$ cat src/rtl/nx_axi4s_packer.sv
// -----------------------------------------------------------------------------
// nx_axi4s_packer
//
// Packs narrow messages into wide AXI4-stream beats. Messages fill a build
// register slot by slot (slot 0 in the least significant bits). A build is
// closed when its last slot fills, when a message carries i_msg_last, or when
// a partially filled build has sat idle for FLUSH_CYCLES edges. A closed
// build moves into a single output register, which holds the beat stable
// until the consumer takes it. Unused slots of a partial beat read as zero.
//
// Parameters
//   AXI4_DATA_WIDTH  outbound beat width (integer multiple of MSG_WIDTH)
//   MSG_WIDTH        message width
//   FLUSH_CYCLES     idle edges before a partial beat is flushed; 0 = never
//
// Ports
//   clk, rst         clock, asynchronous active-high reset
//   i_msg_data       message payload
//   i_msg_last       final message of a frame (closes the build)
//   i_msg_valid      message valid
//   o_msg_ready      message ready
//   o_tdata          beat data
//   o_tlast          beat last
//   o_tvalid         beat valid
//   i_tready         beat ready
//   o_idle           no message held anywhere in the block
// -----------------------------------------------------------------------------
module nx_axi4s_packer #(
  parameter int AXI4_DATA_WIDTH = 128,
  parameter int MSG_WIDTH       = 32,
  parameter int FLUSH_CYCLES    = 16
) (
  input  logic                       clk,
  input  logic                       rst,
  input  logic [MSG_WIDTH-1:0]       i_msg_data,
  input  logic                       i_msg_last,
  input  logic                       i_msg_valid,
  output logic                       o_msg_ready,
  output logic [AXI4_DATA_WIDTH-1:0] o_tdata,
  output logic                       o_tlast,
  output logic                       o_tvalid,
  input  logic                       i_tready,
  output logic                       o_idle
);

  localparam int SLOTS = AXI4_DATA_WIDTH / MSG_WIDTH;
  localparam int CW    = (SLOTS > 1) ? $clog2(SLOTS) : 1;
  localparam int FW    = (FLUSH_CYCLES > 0) ? $clog2(FLUSH_CYCLES + 1) : 1;

  logic [AXI4_DATA_WIDTH-1:0] build_q, build_d;
  logic [CW-1:0]              count_q, count_d;
  logic                       pending_q, pending_d;
  logic                       pend_last_q, pend_last_d;
  logic [FW-1:0]              flush_q, flush_d;

  logic [AXI4_DATA_WIDTH-1:0] tdata_q;
  logic                       tlast_q;
  logic                       tvalid_q;

  logic out_free;
  logic xfer;
  logic accept;

  assign out_free    = !tvalid_q || i_tready;
  assign xfer        = pending_q && out_free;
  // While pending, the only way to take a message is to hand the closed build
  // to the output register on the same edge, so the message starts a fresh one.
  assign o_msg_ready = !pending_q || out_free;
  assign accept      = i_msg_valid && o_msg_ready;

  assign o_tdata  = tdata_q;
  assign o_tlast  = tlast_q;
  assign o_tvalid = tvalid_q;
  assign o_idle   = (count_q == '0) && !pending_q && !tvalid_q;

  // Build-side next state. A transfer first empties the build; an accepted
  // message is then written on top of that, landing in slot 0 of the new build.
  always_comb begin
    // NOTE: every variable gets a default before any branch so no path leaves
    // it unassigned, which would otherwise infer a latch.
    build_d     = xfer ? '0 : build_q;
    count_d     = xfer ? '0 : count_q;
    pending_d   = pending_q && !xfer;
    pend_last_d = pend_last_q;
    flush_d     = flush_q;

    if (accept) begin
      build_d[count_d*MSG_WIDTH +: MSG_WIDTH] = i_msg_data;
      flush_d = '0;
      if (count_d == CW'(SLOTS - 1) || i_msg_last) begin
        // Closing message: tlast follows the message, even if the flush
        // timer would have expired on this same edge.
        pending_d   = 1'b1;
        pend_last_d = i_msg_last;
        count_d     = '0;
      end else begin
        count_d = count_d + 1'b1;
      end
    end else if (FLUSH_CYCLES != 0 && count_q != '0 && !pending_q) begin
      // Partial build sitting idle: close it once enough edges have passed.
      if (flush_q == FW'(FLUSH_CYCLES - 1)) begin
        pending_d   = 1'b1;
        pend_last_d = 1'b1;
        flush_d     = '0;
      end else begin
        flush_d = flush_q + 1'b1;
      end
    end
  end

  // NOTE: all state uses non-blocking assignments so every register samples
  // the pre-edge values regardless of process ordering.
  always_ff @(posedge clk or posedge rst) begin
    if (rst) begin
      build_q     <= '0;
      count_q     <= '0;
      pending_q   <= 1'b0;
      pend_last_q <= 1'b0;
      flush_q     <= '0;
    end else begin
      build_q     <= build_d;
      count_q     <= count_d;
      pending_q   <= pending_d;
      pend_last_q <= pend_last_d;
      flush_q     <= flush_d;
    end
  end

  // Output register: loads only when free, so a stalled beat holds still.
  always_ff @(posedge clk or posedge rst) begin
    if (rst) begin
      tdata_q  <= '0;
      tlast_q  <= 1'b0;
      tvalid_q <= 1'b0;
    end else if (xfer) begin
      tdata_q  <= build_q;
      tlast_q  <= pend_last_q;
      tvalid_q <= 1'b1;
    end else if (i_tready) begin
      tvalid_q <= 1'b0;
    end
  end

endmodule

$ cat config.mk
export PLATFORM = sky130hd
export DESIGN_NAME = nx_axi4s_packer
export DESIGN_NICKNAME = d
export VERILOG_FILES = /design/src/rtl/nx_axi4s_packer.sv
export SDC_FILE = /design/constraint.sdc
export NUM_CORES = 1
export LEC_CHECK = 0
export CORE_MARGIN = 1.5
export CORE_UTILIZATION = 50
export CTS_CLUSTER_SIZE = 24
export DETAILED_ROUTE_END_ITERATION = 10
export GPL_TIMING_DRIVEN = 0
export PLACE_DENSITY = 0.74
export SYNTH_ARGS = -nofsm -noshare
export SYNTH_HDL_FRONTEND = slang
export SYNTH_SLANG_ARGS = --single-unit
$ cat constraint.sdc
create_clock -name clk -period 11.3 [get_ports clk]
set_clock_uncertainty 0.1 [all_clocks]
set_input_delay 2.26 -clock clk [delete_from_list [all_inputs] [get_ports clk]]
set_output_delay 2.26 -clock clk [all_outputs]
set_load 0.02 [all_outputs]
Yosys cells after proc, flatten, opt, wreduce, memory -nomap -nowiden:

Index checks and enable logic that the tools add are counted.

* register bits after elaboration: 267
* output and inout bits: 132
* input port bits: 37

* shift-type cells: 2
* eq/ne operators: 3
* reductions and logical operators: 18
* add/sub/neg operators: 3
* multiplexer cells: 19

Operators by type and width (count)
* 128-bit 2-to-1 mux: 2
* 128-bit bitwise mux: 1
* 32-bit by 34-bit variable shift with 128-bit output (first input constant): 1
* 32-bit by 34-bit indexed part select with 128-bit output: 1
* 7-bit negation with 34-bit output: 1
* 5-bit 2-to-1 mux: 3
* 1-bit 2-to-1 mux: 10
* 2-bit nonzero test: 4
* 1-bit logical AND: 6
* 2-bit 2-to-1 mux: 3
* 5-bit by 1-bit adder with 5-bit output (second input constant): 1
* 5-bit by 4-bit == test with 1-bit output (second input constant): 1
* 1-bit logical NOT: 3
* 1-bit logical OR: 3
* 3-bit AND reduction: 1
* 2-bit by 1-bit adder with 2-bit output (second input constant): 1
* 2-bit == test (second input constant): 1
* 2-bit logical NOT: 1
* 2-bit by 1-bit != test with 1-bit output (second input constant): 1

Logic depth before layout (Yosys ltp):

Gate-level depths: netlist (run 1).

* depth in word-level cells: 8
* mapped depth: 11
* mapped depth without buffers: 7

Worst setup path before layout (run 1):

No wires, ideal clock.

* kind: input-to-output
* start: input i_tready
* end: output o_msg_ready
* stages: 1
* data arrival time: 2.584 ns
* slack: 6.356 ns
* required time: 8.940 ns
* path through: nand3b_2

* longest elaborated chain between the ends: 2

RTL lines
* start, declared: line 42 `input logic i_tready,`
* 1-bit logical OR: line 64 `assign out_free = !tvalid_q || i_tready;`
* 1-bit logical OR: line 68 `assign o_msg_ready = !pending_q || out_free;`
* end, declared: line 38 `output logic o_msg_ready,`

Every way passes these cells.

Final worst setup path (run 1):

Same ends and word-level chain as after synthesis.

==> implementation parameters, run 1 <==
Parameter                              Value

Outcome
  Status ... finished, final reports clean

Timing
  Hold Slack ... around 400 ps
  RSZ-0062 raised after global routing ... no
  Slew of the pin with the lowest slew margin ... 705 ps
  Final hold vios ... 0
  Tmin final ... 6030 ps
  Fmax achieved ... between 150 and 200 MHz
  Setup violations, final ... 0
  Final Max Slew Viols ... 0
  Worst relative slew slack ... 0.530
  Final cycle utilization of the critical path ... 0.533

Synth
  Largest cells by area after synthesis ... dfrtp_1, mux2_2, a22o_1
  Gate count of the mapped netlist ... 790
  Number of distinct library cell variants in the gate-level netlist after synthesis ... 42
  Area share of the largest cell type after synthesis ... 0.616
  Most used standard cell by instance count after synthesis ... dfrtp_1
  Syn_nets ... 834
  Number of synthesized register bits ... 267
  Synthesized cell area ... between 10000 and 15000 um^2
  Top cell types by occurrence after synthesis ... dfrtp_1, mux2_2, o21ai_0
  Warnings from Yosys ... 0
  Share of synthesized area occupied by flip-flops and latches ... 0.616
  Mean instance size in the synthesized netlist ... 13.7 um^2
  Count of flip-flops with a built-in enable after synthesis ... 0
  Largest area contributor in the netlist ... dfrtp_1
  Most used DFF post-synth ... dfrtp_1
  Proportion of register bits with asynchronous set or reset after synthesis ... 1.00

Detailed routing
  Number of nets still failing antenna checks after routing ... 0
  Routed wire length ... 27200 um
  First drt pass iteration count ... 5
  Starting DRT DRC Count ... 729
  Vias post-DR ... 7628
  Number of design rule violations left after detail routing ... 0
  Drt wl/cell ... 21.2 um
  Detail-routed via count per cell ... around 6.0

Clocking
  Clock Sinks ... 267
  CTS H-Tree Depth ... 1
  Count of buffers added by post-CTS timing repair for setup ... 0
  Post-CTS sizing ... 0
  Latest clock arrival within the worst-skew pair ... 520 ps
  Hold-fix buffers, CTS ... 0
  Clock root buffer ... clkbuf_16
  Clock tree from TritonCTS ... done
  Number of buffers added by the clock tree synthesis step ... 27
  Worst-path clk slew ... 60 ps
  Clock tree buffer depth ... 3

Worst setup path
  Launching point of the worst reg2reg path ... pending_q$_DFF_PP0_
  Maximum cell stage delay along the critical path ... 610 ps
  Worst path cell trace ... clkdlybuf4s50_1, nand3b_2, clkdlybuf4s50_1
  Most common cell on crit path ... clkdlybuf4s50_1
  Endpoint of the lowest-slack register-to-register path ... build_q[85]$_DFF_PP0_
  Worst EP arrival ... between 3000 and 4000 ps
  Buffers and inverters on the worst path ... 2
  Cell count of the worst reg-to-reg path ... 9
  Family of cells with the greatest summed delay on the critical path ... buffers and inverters
  Kind of end point of the critical path ... primary output
  Worst Path Class, Setup ... in2out
  Critical path fanouts, max ... 10
  Required time at the endpoint of the critical path ... 8940 ps
  Critical Path Source Type ... primary input
  Slowest library cell on the worst path ... clkdlybuf4s50_1
  Reg-to-reg slack, setup ... around 7600 ps

Global route
  First-pass GRT wire length ... 43600 um
  Via count of the first global-routing pass ... 7710
  Largest net degree at the start of global routing ... 133
  Number of antenna violations at the first check in global routing ... 0
  Gr usage total ... 0.250
  Sum of overflow across all layers after global routing ... 0

Power and ir drop
  Post-layout total power ... 0.00233 W
  Leak pwr ... 6.45 nW
  Largest voltage drop on the vdd net ... 0.000135 V
  Power density relative to cell area ... between 150 and 200 nW/um^2

Final layout
  Nets ... ~1.0k
  Post-synthesis to final-layout area growth ... 27.4%
  Number of antenna repair diodes ... 0
  Post-layout util ... 0.653
  Non-filler instance count after layout ... 1282
  Final-layout fill cell count ... 1635
  Share of post-route cells with drive strength above 1 ... 0.214

Worst hold path
  Start point of the worst hold path ... build_q[16]$_DFF_PP0_
  Hold path endpoint ... build_q[16]$_DFF_PP0_
  Min-Delay Path Depth ... 1
  Type of the tightest min-delay check ... reg2reg

Placement
  Final weighted congestion in routability-driven placement ... 0.848
  Cell Count Post-Placement ... ~1.2k
  Total half-perimeter wirelength after legalization and detailed placement ... 18700 um
  Buffers on Ports ... about 170

Floorplan
  I/O pin total ... 169
  Core box area ... 21200 um^2
  Die width ... 150 um
  Row cnt ... 53
  Height of the die ... 150 um
  Die outline area ... 22600 um^2
  Starting Density ... 0.513

Run
  Number of max-cap violations ... 0
-- how the worst max path moves through the flow --
stage,startpoint,end,slack (ps),cells past startpoint
4_1_cts,i_tready,o_msg_ready,5270,3
5_1_grt,i_tready,o_msg_ready,5220,3
3_5_place_dp,i_tready,o_msg_ready,5270,3
3_3_place_gp,rst,o_tdata[15]$_DFFE_PP0P_,-1700,2
2_1_floorplan,rst,build_q[0]$_DFF_PP0_,1590,1
6_report,i_tready,o_msg_ready,5270,3
-- per-stage QoR --
stage          setup TNS, ps  cell area [um^2]  setup WS, ps
6_report                   0             13800          5270
3_5_place_dp               0             12900          5270
3_3_place_gp         -445780             12900         -1700
5_1_grt                    0             13800          5220
4_1_cts                    0             13800          5270
2_1_floorplan              0             10800          1590
-- cell families after synthesis --
logic type | Yosys count | share of synthesized area
mux | 163 | 0.165
compound gates | 210 | 0.146
simple gates | 64 | 0.0306
buf+inv | 79 | 0.0346
flops | 267 | 0.616
fa+ha+maj | 7 | 0.00807
-- power by group --
part           total (W)  internal (W)  switching, W
clock           0.000887      0.000529      0.000358
combinational   0.000381      0.000167      0.000215
sequential       0.00106       0.00102     0.0000395
total            0.00233       0.00172      0.000612
-- sequential cells by signal, indices dropped and copies added (netlist names) --
signal	cells
count_q	2
o_tlast	1
pend_last_q	1
o_tvalid	1
flush_q	5
pending_q	1
build_q	128
o_tdata	128
-- metal layers --
metal | track usage | wire [um]
met4 | 0.0647 | 582
met3 | 0.0458 | 2060
met1 | 0.363 | 12100
met2 | 0.389 | 12500
met5 | 0 | 0
-- cell usage in the layout, fill, tap and decap left out, drive strengths merged, types with 3 or more instances in the layout --
master	instances
a21oi	5
a22o	64
ha	7
nand2	36
o32ai	32
mux2	130
inv	4
o2111ai	32
clkdlybuf4s50	168
dfrtp	267
nor2b	3
clkinv	3
buf	42
o21ai	69
clkbuf	75
mux2i	33
-- layout make-up --
cell class	instances	area, um^2	share of cell area
plain buffers	74	357	0.0258
clock buffers	41	798	0.0578
clock inverters	6	85.1	0.00616
inverters	5	26.3	0.00190
multi-input cells	444	3790	0.274
flip-flops and latches	267	6680	0.483
well taps	275	344	0.0249
repair buffers	170	1740	0.126
(Power assumes the default switching activity.)
==> run 2: changes to the inputs <==
clock period = 6.3 ns   (was 11.3 ns; I/O delays follow)
==> run 2 against run 1 <==
Against the previous run: combinational power is 82% higher; critical endpoint is now build_q[81]$_DFF_PP0_; sequential share of layout area decreased by 0.61 points; routed wire length increased by 2.1%; worst setup slack worse by 3400 ps.
==> implementation parameters, run 2 (synthesis results as in run 1) <==
Parameter                              Value

Timing
  Hold Slack ... ~400 ps
  Fin Setup TNS ... 0 ps
  Slew of the pin with the lowest slew margin ... between 700 and 800 ps
  Fmax achieved ... approximately 230 MHz
  Final hold vios ... 0
  Worst relative slew slack ... 0.505
  Final Max Slew Viols ... 0
  Tmin final ... 4380 ps
  Final cycle utilization of the critical path ... 0.696
  RSZ-0062 raised after global routing ... no
  Setup violations, final ... 0

Worst setup path
  Critical path origin ... i_tready
  Worst Path Class, Setup ... in2reg
  Maximum cell stage delay along the critical path ... 580 ps
  Kind of end point of the critical path ... flip-flop
  Endpoint of the lowest-slack register-to-register path ... build_q[81]$_DFF_PP0_
  Family of cells with the greatest summed delay on the critical path ... buffers and inverters
  Buffers and inverters on the worst path ... 5
  Required time at the endpoint of the critical path ... 6650 ps
  Worst path cell trace ... clkdlybuf4s50_1, nor2b_1, buf_4, buf_2, o21ai_0, inv_1, ha_1, and3b_1, a21oi_1, clkbuf_1, a22o_1
  Reg-to-reg slack, setup ... 2480 ps
  Critical path fanouts, max ... 10
  Crit. path cell count ... 11
  Launching point of the worst reg2reg path ... pending_q$_DFF_PP0_
  Slowest library cell on the worst path ... a21oi_1
  Cell count of the worst reg-to-reg path ... 9
  Critical Path Source Type ... primary input
  Worst EP arrival ... 4740 ps

Power and ir drop
  Largest voltage drop on the vdd net ... 0.000189 V
  Power density relative to cell area ... roughly 310 nW/um^2
  Leak pwr ... approximately 6.5 nW

Clocking
  CTS H-Tree Depth ... 1
  Hold-fix buffers, CTS ... 0
  Latest clock arrival within the worst-skew pair ... 530 ps
  Clock root buffer ... clkbuf_16
  Clock Sinks ... 267
  Worst-path clk slew ... 70 ps
  Count of buffers added by post-CTS timing repair for setup ... 0
  Clock tree from TritonCTS ... done
  Clock tree buffer depth ... 3
  Number of buffers added by the clock tree synthesis step ... 27
  Post-CTS sizing ... 0

Global route
  First-pass GRT wire length ... approximately 44000 um
  Gr usage total ... 0.250
  Largest net degree at the start of global routing ... 43
  Via count of the first global-routing pass ... between 7k and 8k
  Sum of overflow across all layers after global routing ... 0
  Number of antenna violations at the first check in global routing ... 0

Outcome
  Status ... finished, final reports clean

Floorplan
  Die outline area ... 22600 um^2
  Core box area ... around 21000 um^2
  Height of the die ... between 150 and 200 um
  I/O pin total ... 169
  Starting Density ... 0.513
  Row cnt ... 53
  Die width ... about 150 um

Detailed routing
  First drt pass iteration count ... 5
  Drt wl/cell ... about 22 um
  Vias post-DR ... between 7k and 8k
  Starting DRT DRC Count ... 711
  Number of design rule violations left after detail routing ... 0
  Detail-routed via count per cell ... around 5.9
  Number of nets still failing antenna checks after routing ... 0
  Routed wire length ... between 20000 and 30000 um

Final layout
  Number of antenna repair diodes ... 0
  Share of post-route cells with drive strength above 1 ... 0.222
  Nets ... 1038
  Commonest non-fill, non-tap cell in the layout ... dfrtp_1
  Post-synthesis to final-layout area growth ... 29.0%
  Final Cell Area ... approximately 14000 um^2
  Final-layout fill cell count ... 1573
  Highest-count cells in the layout ignoring fill and taps ... dfrtp_1, clkdlybuf4s50_1, mux2_2
  Post-layout util ... 0.662
  Non-filler instance count after layout ... between 1k and 1.5k

Placement
  Final weighted congestion in routability-driven placement ... 0.848
  Placed inst area ... 13000 um^2
  Cell Count Post-Placement ... around 1.2k
  Total half-perimeter wirelength after legalization and detailed placement ... 19100 um
  Buffers on Ports ... about 170

Worst hold path
  Hold path endpoint ... o_tdata[53]$_DFFE_PP0P_
  Start point of the worst hold path ... build_q[53]$_DFF_PP0_
  Min-Delay Path Depth ... 1
  Type of the tightest min-delay check ... reg2reg

Run
  Number of max-cap violations ... 0
[run 2: cell type report]
type / instances / area, um^2 / share of cell area
plain buffers: 74 / 357 / 0.0255
multi-input cells: 444 / 3790 / 0.271
inverters: 5 / 22.5 / 0.00161
clock buffers: 36 / 769 / 0.0550
well taps: 275 / 344 / 0.0246
flip-flops and latches: 267 / 6680 / 0.477
clock inverters: 11 / 209 / 0.0149
repair buffers: 175 / 1820 / 0.130
[run 2: worst max-delay path by stage]
stage | endpoint | slack [ps]
after floorplan | build_q[0]$_DFF_PP0_ | 1410
after global placement | build_q[15]$_DFF_PP0_ | -510
after CTS | build_q[93]$_DFF_PP0_ | 1960
after global routing | build_q[81]$_DFF_PP0_ | 1750
after detailed placement | build_q[81]$_DFF_PP0_ | 1490
final | build_q[81]$_DFF_PP0_ | 1920
[run 2: stage by stage]
stage | setup slack [ps] | total power [W]
after floorplan | 1410 | 0.00232
after global placement | -511 | 0.00261
after detailed placement | 1490 | 0.00263
after CTS | 1960 | 0.00438
after global routing | 1750 | 0.00450
final | 1920 | 0.00436
[run 2: routing by layer]
layer	wire length, um	global-route usage	share of wire
met1	12100	0.364	0.44
met2	12900	0.389	0.46
met3	2180	0.0455	0.078
met4	581	0.0657	0.021
met5	0	0	0
[run 2: where the power goes]
| part | internal [W] | total, W | switching, W | leakage [nW] |
|---|---|---|---|---|
| Sequential | 0.00184 | 0.00191 | 0.0000723 | 3.67 |
| Clock | 0.00110 | 0.00175 | 0.000657 | 0.484 |
| Combinational | 0.000304 | 0.000693 | 0.000389 | 2.39 |
| Total | 0.00324 | 0.00436 | 0.00112 | 6.54 |
==> run 3: changes to the inputs <==
CORE_UTILIZATION = 49   (was 50)
PLACE_DENSITY = 0.76   (was 0.74)
clock period = 3.95 ns   (was 6.3 ns; I/O delays follow)
==> run 3 against run 2 <==
Against the previous run: critical path depth is the same; sequential power grew 60%; largest cell class unchanged; non-clock buffer count grew 1; routed wire length shrank 0.39%; count of clock-buffer cells in the layout grew 5; highest routed layer unchanged; sequential share of layout area grew 0.29 points; worst setup slack lost 1700 ps.
==> implementation parameters, run 3 (synthesis results as in run 1) <==
Parameter                              Value

Outcome
  Status ... finished, final reports clean

Final layout
  Commonest non-fill, non-tap cell in the layout ... dfrtp_1
  Nets ... between 1k and 1.5k
  Highest-count cells in the layout ignoring fill and taps ... dfrtp_1, clkdlybuf4s50_1, mux2_2
  Final Cell Area ... 13900 um^2
  Number of antenna repair diodes ... 0
  Multi-input gate area ... ~3800 um^2
  FF+latch area ... around 6700 um^2
  Post-synthesis to final-layout area growth ... 28.2%
  Share of post-route cells with drive strength above 1 ... 0.220
  Final-layout fill cell count ... 1684
  Post-layout util ... 0.640

Timing
  Final critical-path setup slack ... 200 ps
  Fmax achieved ... 267 MHz
  Final hold vios ... 0
  Worst relative slew slack ... 0.517
  Setup violations, final ... 0
  Fin Setup TNS ... 0 ps
  Hold Slack ... 396 ps
  Final cycle utilization of the critical path ... 0.949
  Slew of the pin with the lowest slew margin ... 724 ps
  Final Max Slew Viols ... 0
  RSZ-0062 raised after global routing ... no
  Tmin final ... 3750 ps

Detailed routing
  Detail-routed via count per cell ... 5.84
  Met2 WL post-DR ... 12900 um
  Metal-1 WL ... 12300 um
  Number of nets still failing antenna checks after routing ... 0
  First drt pass iteration count ... 5
  Routed wire length ... 27700 um
  Vias post-DR ... 7562
  Highest layer used for signal routing ... met4
  Number of design rule violations left after detail routing ... 0
  Met3 WL ... 1910 um
  Starting DRT DRC Count ... 632
  Drt wl/cell ... 21.4 um

Clocking
  Post-CTS sizing ... 0
  Clock tree from TritonCTS ... done
  Number of buffers added by the clock tree synthesis step ... 27
  Hold-fix buffers, CTS ... 0
  CTS H-Tree Depth ... 1
  Count of buffers added by post-CTS timing repair for setup ... 0
  Latest clock arrival within the worst-skew pair ... 530 ps
  Clock tree buffer depth ... 3
  Clock root buffer ... clkbuf_16
  Clock Sinks ... 267
  Worst-path clk slew ... 60 ps

Global route
  Sum of overflow across all layers after global routing ... 0
  Gr usage total ... 0.239
  Via count of the first global-routing pass ... 7855
  Largest net degree at the start of global routing ... 42
  First-pass GRT wire length ... around 44000 um
  Number of antenna violations at the first check in global routing ... 0

Floorplan
  Die outline area ... 23000 um^2
  Height of the die ... around 150 um
  Row cnt ... 54
  Die width ... about 150 um
  I/O pin total ... 169
  Starting Density ... 0.499
  Core box area ... 21800 um^2

Placement
  Buffers on Ports ... 168
  Placed inst area ... 13100 um^2
  DP Worst Slack ... -302 ps
  Final weighted congestion in routability-driven placement ... 0.814
  Total half-perimeter wirelength after legalization and detailed placement ... 19400 um

Worst setup path
  Reg-to-reg slack, setup ... 320 ps
  Cell count of the worst reg-to-reg path ... 9
  Endpoint of the lowest-slack register-to-register path ... build_q[83]$_DFF_PP0_
  Worst EP arrival ... 4110 ps
  Required time at the endpoint of the critical path ... 4310 ps
  Critical path origin ... i_tready
  Kind of end point of the critical path ... flip-flop
  Worst Path Class, Setup ... in2reg
  Launching point of the worst reg2reg path ... pending_q$_DFF_PP0_
  Timing endpoint of the critical path ... build_q[83]$_DFF_PP0_
  Critical path fanouts, max ... 10
  Critical Path Source Type ... primary input

Power and ir drop
  Leak pwr ... 6.50 nW
  Largest voltage drop on the vdd net ... 0.000329 V
  Power density relative to cell area ... 478 nW/um^2

Worst hold path
  Type of the tightest min-delay check ... reg2reg

Run
  Number of max-cap violations ... 0
[run 3: layout make-up]
cell class                 count  area share
inverter                       5     0.00162
timing repair buffer         176       0.133
clock buffer                  41      0.0574
tap                          280      0.0252
multi-input combinational    444       0.273
sequential                   267       0.480
clock inverter                 7     0.00450
buffer                        74      0.0256
[run 3: critical path, stage by stage]
cell and delay, ps:
clkdlybuf4s50_1 520, nor2b_1 70, buf_4 180, buf_2 200, o21ai_0 450, inv_1 160
ha_1 230, and3b_1 180, a21oi_1 570, clkbuf_1 530, a22o_1 220
[run 3: worst min-delay path by stage]
stage / start / endpoint / depth (start not counted)
after floorplan: build_q[66]$_DFF_PP0_ / build_q[66]$_DFF_PP0_ / 1
after global placement: build_q[97]$_DFF_PP0_ / o_tdata[97]$_DFFE_PP0P_ / 1
after detailed placement: build_q[82]$_DFF_PP0_ / build_q[82]$_DFF_PP0_ / 1
after CTS: build_q[9]$_DFF_PP0_ / build_q[9]$_DFF_PP0_ / 1
after global routing: build_q[9]$_DFF_PP0_ / build_q[9]$_DFF_PP0_ / 1
final: build_q[9]$_DFF_PP0_ / build_q[9]$_DFF_PP0_ / 1
[run 3: through the flow]
step	power, W	std cells
after floorplan	0.00370	790
after global placement	0.00416	1238
after detailed placement	0.00420	1246
after CTS	0.00668	1294
after global routing	0.00688	1294
final	0.00664	1294
[run 3: power by group]
part / total, W / internal (W) / switching, W
clock network: 0.00249 / 0.00145 / 0.00104
logic: 0.00111 / 0.000487 / 0.000620
registers: 0.00305 / 0.00293 / 0.000119
[run 3: per-layer routing]
layer / up-vias / GRT usage
met5: - / 0
met4: 0 / 0.0656
met3: 46 / 0.0482
met2: 286 / 0.381
met1: 3865 / 0.337
li1: 3365 / -
